**config.mk**
```make
export PLATFORM = sky130hd
export DESIGN_NAME = ibex_xif_result_buffer
export DESIGN_NICKNAME = d
export VERILOG_FILES = /design/src/rtl/ibex_xif_result_buffer.sv
export SDC_FILE = /design/constraint.sdc
export NUM_CORES = 1
export LEC_CHECK = 0
export ABC_AREA = 1
export CORE_MARGIN = 8
export CORE_UTILIZATION = 48
export CTS_CLUSTER_DIAMETER = 50
export DETAILED_ROUTE_END_ITERATION = 6
export PLACE_DENSITY_LB_ADDON = 0.3
export SETUP_SLACK_MARGIN = 0.05
export SLEW_MARGIN = 15
export SYNTH_ARGS = -nofsm -noshare
export SYNTH_HDL_FRONTEND = slang
export SYNTH_SLANG_ARGS = --single-unit
```
**constraint.sdc**
```tcl
create_clock -name clk_i -period 4.6 [get_ports clk_i]
set_input_delay 0.46 -clock clk_i [delete_from_list [all_inputs] [get_ports clk_i]]
set_output_delay 0.46 -clock clk_i [all_outputs]
set_load 0.02 [all_outputs]
```
**src/rtl/ibex_xif_result_buffer.sv**
```systemverilog
// ibex_xif_result_buffer: in-order FIFO of coprocessor results feeding register writeback,
// holding off writeback while a coprocessor exception awaits controller acknowledgement.
module ibex_xif_result_buffer #(
  parameter int unsigned X_ID_WIDTH = 4,
  parameter int unsigned RB_DEPTH   = 2
) (
  input  logic                  clk_i,
  input  logic                  rst_ni,
  input  logic                  result_valid_i,
  output logic                  result_ready_o,
  input  logic [X_ID_WIDTH-1:0] result_id_i,
  input  logic [31:0]           result_data_i,
  input  logic [4:0]            result_rd_i,
  input  logic                  result_we_i,
  input  logic                  result_exc_i,
  input  logic [5:0]            result_exccode_i,
  output logic                  result_handshake_o,
  output logic [X_ID_WIDTH-1:0] result_id_o,
  input  logic                  rf_wb_ready_i,
  output logic                  rf_we_o,
  output logic [4:0]            rf_waddr_o,
  output logic [31:0]           rf_wdata_o,
  output logic                  xif_exception_o,
  output logic [5:0]            xif_exccode_o,
  input  logic                  exc_ack_i
);
  localparam int unsigned PW = $clog2(RB_DEPTH);
  localparam int unsigned CW = $clog2(RB_DEPTH + 1);
  typedef enum logic {RUN, EXC_WAIT} state_e;
  typedef struct packed {
    logic [X_ID_WIDTH-1:0] id;
    logic [31:0]           data;
    logic [4:0]            rd;
    logic                  we;
    logic                  exc;
    logic [5:0]            exccode;
  } entry_t;
  entry_t        mem [RB_DEPTH];
  entry_t        head;
  state_e        state_q, state_d;
  logic [PW-1:0] rptr_q, wptr_q;
  logic [CW-1:0] cnt_q;
  logic [5:0]    exccode_q;
  logic          run, nonempty, push, pop, flush;
  function automatic logic [PW-1:0] inc(input logic [PW-1:0] p);
    return (p == PW'(RB_DEPTH - 1)) ? '0 : p + 1'b1;
  endfunction
  assign run                = (state_q == RUN);
  assign nonempty           = (cnt_q != '0);
  assign head               = mem[rptr_q];
  assign result_ready_o     = (run && cnt_q < CW'(RB_DEPTH)) || !run;
  assign result_handshake_o = rst_ni && result_valid_i && result_ready_o;
  assign result_id_o        = result_id_i;
  assign push               = result_handshake_o && run;
  assign pop                = run && nonempty && rf_wb_ready_i;
  // An excepting head flushes everything, including a result arriving alongside it.
  assign flush              = pop && head.exc;
  assign rf_we_o            = pop && head.we && !head.exc && (head.rd != 5'd0);
  assign rf_waddr_o         = nonempty ? head.rd : '0;
  assign rf_wdata_o         = nonempty ? head.data : '0;
  assign xif_exception_o    = !run;
  assign xif_exccode_o      = run ? '0 : exccode_q;
  always_comb begin
    state_d = state_q;
    state_d = run ? (flush ? EXC_WAIT : RUN) : (exc_ack_i ? RUN : EXC_WAIT);
  end
  always_ff @(posedge clk_i or negedge rst_ni) begin
    if (!rst_ni) begin
      state_q   <= RUN;
      rptr_q    <= '0;
      wptr_q    <= '0;
      cnt_q     <= '0;
      exccode_q <= '0;
    end else begin
      state_q <= state_d;
      if (flush) begin
        rptr_q    <= '0;
        wptr_q    <= '0;
        cnt_q     <= '0;
        exccode_q <= head.exccode;
      end else if (run) begin
        if (push) wptr_q <= inc(wptr_q);
        if (pop) rptr_q <= inc(rptr_q);
        cnt_q <= cnt_q + CW'(push) - CW'(pop);
      end
    end
  end
  always_ff @(posedge clk_i) begin
    if (push) mem[wptr_q] <= '{id: result_id_i, data: result_data_i, rd: result_rd_i,
                               we: result_we_i, exc: result_exc_i, exccode: result_exccode_i};
  end
endmodule

```
==> results of run 1 <==
cell families after synthesis:
logic type               count (synthesis)
AND/OR/NAND/NOR                        128
buffers and inverters                   43
flip-flops                             101
AO/OA/AOI/OAI                           53
adder cells (fa/ha/maj)                  2
routing by layer:
metal / global-route usage / share of wire / wire [um] / up-vias
li1: - / - / - / 1279
met2: 0.241 / 0.50 / 4170 / 80
met3: 0.0577 / 0.080 / 668 / 10
met4: 0.0515 / 0.013 / 108 / 0
met1: 0.166 / 0.41 / 3380 / 1215
met5: 0 / 0 / 0 / -
registers in the layout (all words and copies together) (netlist names):
name             cells
mem                 90
exccode_q            6
cnt_q                2
rptr_q               1
wptr_q               1
xif_exception_o      1
worst max-delay path by stage:
stage,startpoint,endpoint,slack (ps),cells after the start
final,cnt_q[1]$_DFFE_PN0P_,rf_we_o,1720,5
after global routing,cnt_q[1]$_DFFE_PN0P_,rf_we_o,1560,5
after CTS,cnt_q[1]$_DFFE_PN0P_,rf_we_o,1640,5
after detailed placement,rst_ni,mem[1][28]$_DFFE_PP_,1590,5
after global placement,rst_ni,mem[1][23]$_DFFE_PP_,1610,5
after floorplan,xif_exception_o$_DFF_PN0_,mem[0][0]$_DFFE_PP_,1270,4
critical path, cell delays in order (launching register included):
cell and delay [ps]:
dfrtp_1 470, nor2_4 720, nor2_4 130, nand3_1 150, nor2_1 60, clkdlybuf4s50_1 530
cell type report:
class,count,area share
Clock buffer,9,0.0237
Clock inverter,7,0.0127
Inverter,23,0.0179
Multi-Input combinational cell,183,0.166
Sequential cell,101,0.569
Tap cell,105,0.0251
Timing Repair Buffer,98,0.186
synth_stat cells, types with 2 or more instances:
cell type / n
nand2_1: 101
edfxtp_1: 90
a21oi_1: 33
inv_1: 21
nor2_1: 12
dfrtp_1: 11
o21ai_0: 11
buf_2: 9
buf_4: 9
o21ai_2: 7
or2_0: 3
or2_2: 3
buf_6: 2
ha_1: 2
nand2_4: 2
nand3_1: 2
layout by cell type (no fill, tap or decap):
cell	n
inv_8	1
nor3_1	1
ha_1	2
nor2_4	3
a21oi_1	33
inv_2	2
buf_4	2
clkbuf_8	9
dfrtp_2	1
nand2_4	2
o21ai_2	7
a21oi_2	1
dfrtp_1	10
clkinvlp_4	1
nand3_1	2
inv_1	20
a31oi_1	1
nand3_2	1
bufinv_16	1
clkdlybuf4s50_1	96
edfxtp_1	90
nand2_1	101
nor2_1	11
or2_2	3
or2_0	3
o21ai_0	11
nand4_1	1
clkinv_4	2
clkinv_1	3
power breakdown:
group | leakage [nW] | internal (mW) | switching [mW] | total (mW)
registers | 0.951 | 1.13 | 0.0655 | 1.20
logic | 0.914 | 0.560 | 0.829 | 1.39
clock network | 0.0919 | 0.248 | 0.286 | 0.533
==> results.sh, run 1 <==
export IMPL_status="finished clean"
export IMPL_drtIter0Drc=178
export IMPL_clock_skew_ps=11.9
export IMPL_numCtsBuffers=9
export IMPL_vias=2584
export IMPL_path_max_fanout=38
export IMPL_yosys_area_share_adder=0.00616
export IMPL_dp_cells=510
export IMPL_syn_nets=383
export IMPL_grt_pass1_wl_um=13100
export IMPL_fp_dieH_um=108
export IMPL_reg2reg_from="cnt_q[1]$_DFFE_PN0P_"
export IMPL_post_route_period_util=0.627
export IMPL_syn_to_final_growth_pct=29.0
export IMPL_synth_xor_area_share=0
export IMPL_leakage_nw=1.96
export IMPL_instances_no_fill=526
export IMPL_postCtsSetupBuffers=0
export IMPL_cp_required_ps=4140
export IMPL_p_total_mw=3.12
export IMPL_ys_flop_type="edfxtp_1"
export IMPL_antenna_found_initial=0
export IMPL_synth_compound_area_share=0.0730
export IMPL_netlist_top_cells_area="edfxtp_1 67%, nand2_1 9.3%, dfrtp_1 6.8%"
export IMPL_dpl_cell_area_um2=5050
export IMPL_htree_levels=3
export IMPL_irDropWorstVdd_mv=0.377
export IMPL_cts_sink_count=101
export IMPL_layout_min_cycle_time_ps=2880
export IMPL_wl_per_cell_um=15.8
export IMPL_grt_pass1_vias=2698
export IMPL_utilization=0.637
export IMPL_reg2reg_to="cnt_q[1]$_DFFE_PN0P_"
export IMPL_cts_path_max_buffers=2
export IMPL_die_area_um2=11700
export IMPL_design_area_um2=5240
export IMPL_synth_edff_count=90
export IMPL_io_pins=105
export IMPL_syn_area_um2=4060
export IMPL_tightest_slew_ps=958
export IMPL_synth_top_area_share=0.665
export IMPL_rr_worst_depth=9
export IMPL_hold_ws_ps=426
export IMPL_fin_ws_ps=1720
export IMPL_synthCells=327
export IMPL_synth_top_family_by_area="simple AND/OR/NAND/NOR gates"
export IMPL_hp_class="in2async"
export IMPL_drc=0
export IMPL_path_clk_slew_ps=90
export IMPL_die_w_um=108
export IMPL_fin_nets=472
export IMPL_fmax_ghz=0.347
export IMPL_place_congestion=0.734
export IMPL_yosysSeqAreaShare=0.733
export IMPL_synth_area_mux_share=0
export IMPL_grt_max_degree=53
export IMPL_cts_tree="built"
export IMPL_core_area_um2=8220
export IMPL_crit_type="reg2out"
export IMPL_rsz0062_at_grt="no"
export IMPL_ant_nets=0
export IMPL_diodes=0
export IMPL_synth_top_cell_by_area="edfxtp_1"
export IMPL_vias_per_cell=4.91
export IMPL_timing_setup_tns_ps=0
export IMPL_yosys_area_share_simple=0.131
export IMPL_io_buffers=96
export IMPL_fillers=639
export IMPL_clk_latency_ps=360
export IMPL_rows=33
export IMPL_seq_area_um2=2980
export IMPL_startpoint_type="register"
export IMPL_hold_viol=0
export IMPL_drive_gt1_frac=0.0855
export IMPL_power_density_nw_per_um2=596
export IMPL_dr_pass1_iters=5
export IMPL_slew_headroom=0.360
export IMPL_yosysUniqueCellTypes=25
export IMPL_place_detailed_hpwl_um=5530
export IMPL_dp_worst_setup_slack_ps=1590
export IMPL_multiInputGateArea_um2=867
export IMPL_clockRootBuffer="clkbuf_8"
export IMPL_avgSynthCellArea_um2=12.4
export IMPL_async_flop_share=0.109
export IMPL_routed_wl_um=8330
export IMPL_finalSetupViolCount=0
export IMPL_hold_buffers=0
export IMPL_post_cts_resized=0
export IMPL_r2r_slack_ps=2290
export IMPL_grt_usage=0.145
export IMPL_end_kind="output pin"
export IMPL_overflow=0
export IMPL_max_cap_violations=0
export IMPL_report_final_slew_viol_count=0
export IMPL_initial_core_util=0.494
export IMPL_crit_arrival_ps=2420
export IMPL_yosysWarnings=0
export IMPL_synth_seq_cells=101
Power figures use the tool's default switching activity.
==> inputs of run 2 (changes only) <==
- clock period: 4.6 -> 2.8 ns (I/O delays scaled with it)
==> run 2 against run 1 <==
  * Setup slack got worse by 1400 ps
  * Final area increased by 1.1%
  * Sequential share of layout area decreased by 0.59 points
  * Sequential cell count stayed put
  * Hold slack got worse by 160 ps
==> results.sh, run 2 (same netlist as run 1, synthesis figures left out) <==
export IMPL_status="finished clean"
export IMPL_slew_headroom=0.617
export IMPL_diodes=0
export IMPL_layout_min_cycle_time_ps=2510
export IMPL_max_cap_violations=0
export IMPL_hp_class="in2async"
export IMPL_io_buffers=96
export IMPL_leakage_nw=1.99
export IMPL_dp_worst_setup_slack_ps=624
export IMPL_fp_dieH_um=108
export IMPL_cp_required_ps=2520
export IMPL_grt_pass1_wl_um=13200
export IMPL_reg2reg_from="xif_exception_o$_DFF_PN0_"
export IMPL_syn_to_final_growth_pct=30.3
export IMPL_dp_cells=515
export IMPL_post_cts_resized=0
export IMPL_path_clk_slew_ps=90
export IMPL_rsz0062_at_grt="no"
export IMPL_postCtsSetupBuffers=0
export IMPL_fmax_ghz=0.398
export IMPL_cts_path_max_buffers=2
export IMPL_core_area_um2=8220
export IMPL_path_max_fanout=32
export IMPL_clk_latency_ps=340
export IMPL_startpoint_type="register"
export IMPL_regMostFlops="mem"
export IMPL_vias=2609
export IMPL_finalSetupViolCount=0
export IMPL_initial_core_util=0.494
export IMPL_wl_per_cell_um=16.0
export IMPL_design_area_um2=5290
export IMPL_rows=33
export IMPL_drive_gt1_frac=0.0962
export IMPL_die_w_um=108
export IMPL_htree_levels=3
export IMPL_ant_nets=0
export IMPL_top_regs="mem (90), exccode_q (6), cnt_q (2)"
export IMPL_fin_ws_ps=286
export IMPL_clock_skew_ps=10.0
export IMPL_p_total_mw=5.18
export IMPL_routed_wl_um=8470
export IMPL_clockRootBuffer="clkbuf_8"
export IMPL_vias_per_cell=4.91
export IMPL_crit_arrival_ps=2230
export IMPL_fin_nets=477
export IMPL_utilization=0.644
export IMPL_final_common_cell="nand2_1"
export IMPL_rr_worst_depth=10
export IMPL_drc=0
export IMPL_timing_setup_tns_ps=0
export IMPL_r2r_slack_ps=820
export IMPL_hold_viol=0
export IMPL_reg2reg_to="cnt_q[1]$_DFFE_PN0P_"
export IMPL_place_detailed_hpwl_um=5600
export IMPL_cts_sink_count=101
export IMPL_dpl_cell_area_um2=5110
export IMPL_overflow=0
export IMPL_numCtsBuffers=9
export IMPL_power_density_nw_per_um2=978
export IMPL_grt_max_degree=53
export IMPL_hold_ws_ps=265
export IMPL_antenna_found_initial=0
export IMPL_drtIter0Drc=99
export IMPL_grt_pass1_vias=2678
export IMPL_hold_buffers=0
export IMPL_report_final_slew_viol_count=0
export IMPL_cts_tree="built"
export IMPL_largest_reg_flops=90
export IMPL_die_area_um2=11700
export IMPL_grt_usage=0.147
export IMPL_post_route_period_util=0.898
export IMPL_io_pins=105
export IMPL_place_congestion=0.707
export IMPL_tightest_slew_ps=573
export IMPL_irDropWorstVdd_mv=0.493
export IMPL_crit_type="reg2out"
export IMPL_instances_no_fill=531
export IMPL_dr_pass1_iters=4
export IMPL_final_cell_mix="101 x nand2_1, 96 x clkdlybuf4s50_1, 90 x edfxtp_1"
export IMPL_end_kind="output pin"
[run 2: cell types whose count changed in the layout (fill, tap and decap cells not counted)]
| cell | previous run | this run |
|---|---|---|
| buf_12 | 0 | 2 |
| buf_4 | 2 | 5 |
| clkbuf_1 | 0 | 2 |
| clkinv_1 | 3 | 1 |
| clkinv_2 | 0 | 2 |
| clkinv_4 | 2 | 0 |
[run 2: layout make-up]
| cell class | count | area, um2 |
|---|---|---|
| flip-flops and latches | 101 | 2980 |
| fillers | 642 | 2920 |
| repair buffers | 103 | 1040 |
| multi-input cells | 183 | 867 |
| clock buffers | 11 | 131 |
| well taps | 105 | 131 |
| inverters | 23 | 93.8 |
| clock inverters | 5 | 51.3 |
[run 2: power breakdown]
part / switching (mW) / internal (mW) / total (mW)
Sequential: 0.109 / 1.86 / 1.97
Clock: 0.452 / 0.408 / 0.860
Combinational: 1.39 / 0.962 / 2.35
Total: 1.95 / 3.23 / 5.18
[run 2: worst max-delay path by stage]
stage / slack (ps) / start / endpoint
after floorplan: 210 / xif_exception_o$_DFF_PN0_ / mem[0][0]$_DFFE_PP_
after global placement: 640 / rptr_q$_DFFE_PN0P_ / rf_wdata_o[23]
after detailed placement: 620 / rst_ni / cnt_q[1]$_DFFE_PN0P_
after CTS: 240 / rptr_q$_DFFE_PN0P_ / rf_wdata_o[27]
after global routing: 100 / rptr_q$_DFFE_PN0P_ / rf_we_o
final: 290 / rptr_q$_DFFE_PN0P_ / rf_wdata_o[27]
[run 2: layer usage]
layer  routed length [um]  GRT usage  up-vias
met5                    0          0        -
met4                  158     0.0624        0
met3                  634     0.0512       19
met2                 4290      0.249       80
met1                 3390      0.165     1220
li1                     -          -     1290
[run 2: critical path: stages, from the launching register on]
cell	delay [ps]
dfrtp_2	410
inv_2	430
buf_4	240
nand2_1	50
a21oi_1	130
clkdlybuf4s50_1	630
==> inputs of run 3 (changes only) <==
- SETUP_SLACK_MARGIN: 0.05 -> 0.02
- clock period: 2.8 -> 2.41 ns (I/O delays scaled with it)
==> run 3 against run 2 <==
  * Non-clock buffer count is 2 higher
  * Setup slack worse by 140 ps
  * Sequential share of layout area is 0.44 points lower
  * Clock power is 16% higher
  * Register-to-register slack worse by 340 ps
  * Hold slack worse by 27 ps
  * Largest power group unchanged
==> results.sh, run 3 (same netlist as run 1, synthesis figures left out) <==
export IMPL_status="finished clean"
export IMPL_die_area_um2=11700
export IMPL_place_detailed_hpwl_um=5490
export IMPL_post_route_period_util=0.938
export IMPL_utilization=0.649
export IMPL_cp_required_ps=2170
export IMPL_cpMaxStageDelayCell="clkdlybuf4s50_1"
export IMPL_clock_skew_ps=10.7
export IMPL_grt_pass1_wl_um=13000
export IMPL_die_w_um=108
export IMPL_overflow=0
export IMPL_critical_path_max_stage_delay_ps=640
export IMPL_regMostFlops="mem"
export IMPL_rsz0062_at_grt="no"
export IMPL_hold_viol=0
export IMPL_antenna_found_initial=0
export IMPL_crit_path_start="rptr_q$_DFFE_PN0P_"
export IMPL_io_pins=105
export IMPL_final_cell_mix="101 x nand2_1, 93 x clkdlybuf4s50_1, 90 x edfxtp_1"
export IMPL_startpoint_type="register"
export IMPL_fp_dieH_um=108
export IMPL_path_max_fanout=17
export IMPL_fillers=637
export IMPL_clk_latency_ps=340
export IMPL_vias_per_cell=4.88
export IMPL_grt_max_degree=53
export IMPL_reg2reg_from="xif_exception_o$_DFF_PN0_"
export IMPL_layout_min_cycle_time_ps=2260
export IMPL_end_kind="output pin"
export IMPL_hp_class="in2async"
export IMPL_htree_levels=3
export IMPL_drive_gt1_frac=0.100
export IMPL_routed_wl_um=8170
export IMPL_cp_top_family="buffers and inverters"
export IMPL_crit_arrival_ps=2020
export IMPL_dpl_cell_area_um2=5140
export IMPL_clockRootBuffer="clkbuf_8"
export IMPL_irDropWorstVdd_mv=0.567
export IMPL_initial_core_util=0.494
export IMPL_crit_type="reg2out"
export IMPL_postCtsSetupBuffers=0
export IMPL_fin_nets=479
export IMPL_drc=0
export IMPL_io_buffers=96
export IMPL_cts_tree="built"
export IMPL_multiInputGateArea_um2=867
export IMPL_wl_per_cell_um=15.3
export IMPL_max_cap_violations=0
export IMPL_design_area_um2=5340
export IMPL_vias=2602
export IMPL_grt_usage=0.143
export IMPL_fmax_ghz=0.442
export IMPL_finalSetupViolCount=0
export IMPL_rows=33
export IMPL_instances_no_fill=533
export IMPL_report_final_slew_viol_count=0
export IMPL_largest_reg_flops=90
export IMPL_crit_path_end="rf_wdata_o[11]"
export IMPL_place_congestion=0.717
export IMPL_final_common_cell="nand2_1"
export IMPL_critical_path_buf_inv_count=3
export IMPL_diodes=0
export IMPL_grt_pass1_vias=2687
export IMPL_p_total_mw=6.06
export IMPL_syn_to_final_growth_pct=31.4
export IMPL_dr_pass1_iters=4
export IMPL_reg2reg_to="cnt_q[1]$_DFFE_PN0P_"
export IMPL_r2r_slack_ps=480
export IMPL_core_area_um2=8220
export IMPL_timing_setup_tns_ps=0
export IMPL_tightest_slew_ps=361
export IMPL_seq_area_um2=2980
export IMPL_leakage_nw=2.04
export IMPL_cts_sink_count=101
export IMPL_rr_worst_depth=9
export IMPL_path_clk_slew_ps=90
export IMPL_ant_nets=0
export IMPL_dp_cells=517
export IMPL_path_cells="inv_4 -> buf_4 -> nand2_1 -> a21oi_1 -> clkdlybuf4s50_1"
export IMPL_top_regs="mem (90), exccode_q (6), cnt_q (2)"
export IMPL_critical_path_depth=5
export IMPL_power_density_nw_per_um2=1140
export IMPL_slew_headroom=0.760
export IMPL_drtIter0Drc=92
export IMPL_numCtsBuffers=9
export IMPL_cts_path_max_buffers=2
==> run 3: routing by layer <==
metal / global-route usage / up-vias / part of all wire / wire length [um]
met4: 0.0575 / 0 / 0.010 / 82
met2: 0.232 / 82 / 0.49 / 4010
met5: 0 / - / 0 / 0
li1: - / 1290 / - / -
met3: 0.0506 / 10 / 0.084 / 684
met1: 0.172 / 1220 / 0.42 / 3400
==> run 3: how the worst min path moves through the flow <==
| stage | end | slack, ps | cells past startpoint |
|---|---|---|---|
| floorplan | cnt_q[0]$_DFFE_PN0P_ | -50 | 0 |
| global placement | exccode_q[4]$_DFFE_PN0P_ | 470 | 2 |
| detailed placement | exccode_q[4]$_DFFE_PN0P_ | 470 | 2 |
| CTS | xif_exception_o$_DFF_PN0_ | 230 | 2 |
| global route | xif_exception_o$_DFF_PN0_ | 260 | 2 |
| finish | xif_exception_o$_DFF_PN0_ | 240 | 2 |
==> run 3: area by class of cell <==
| type | count | area share |
|---|---|---|
| Sequential cell | 101 | 0.558 |
| Timing Repair Buffer | 105 | 0.202 |
| Tap cell | 105 | 0.0246 |
| Clock buffer | 12 | 0.0253 |
| Clock inverter | 4 | 0.00914 |
| Multi-Input combinational cell | 183 | 0.162 |
| Inverter | 23 | 0.0181 |
==> run 3: what timing repair did <==
item	CTS	global route
hold endpoints to repair	0	0
gates resized for setup	2	5
endpoints found under the setup margin	5	9
hold buffers	0	0
==> run 3: report_power, final <==
part	leakage, nW	total (mW)	internal [mW]	switching [mW]
sequential	0.949	2.30	2.16	0.135
clock	0.0842	1.00	0.479	0.523
combinational	1.01	2.76	1.16	1.60
==> run 3: through the flow <==
stage          hold WS (ps)  setup WS (ps)
2_1_floorplan         -54.6            119
3_3_place_gp            467            299
3_5_place_dp            474            242
4_1_cts                 235           73.4
5_1_grt                 256           40.2
6_report                238            149
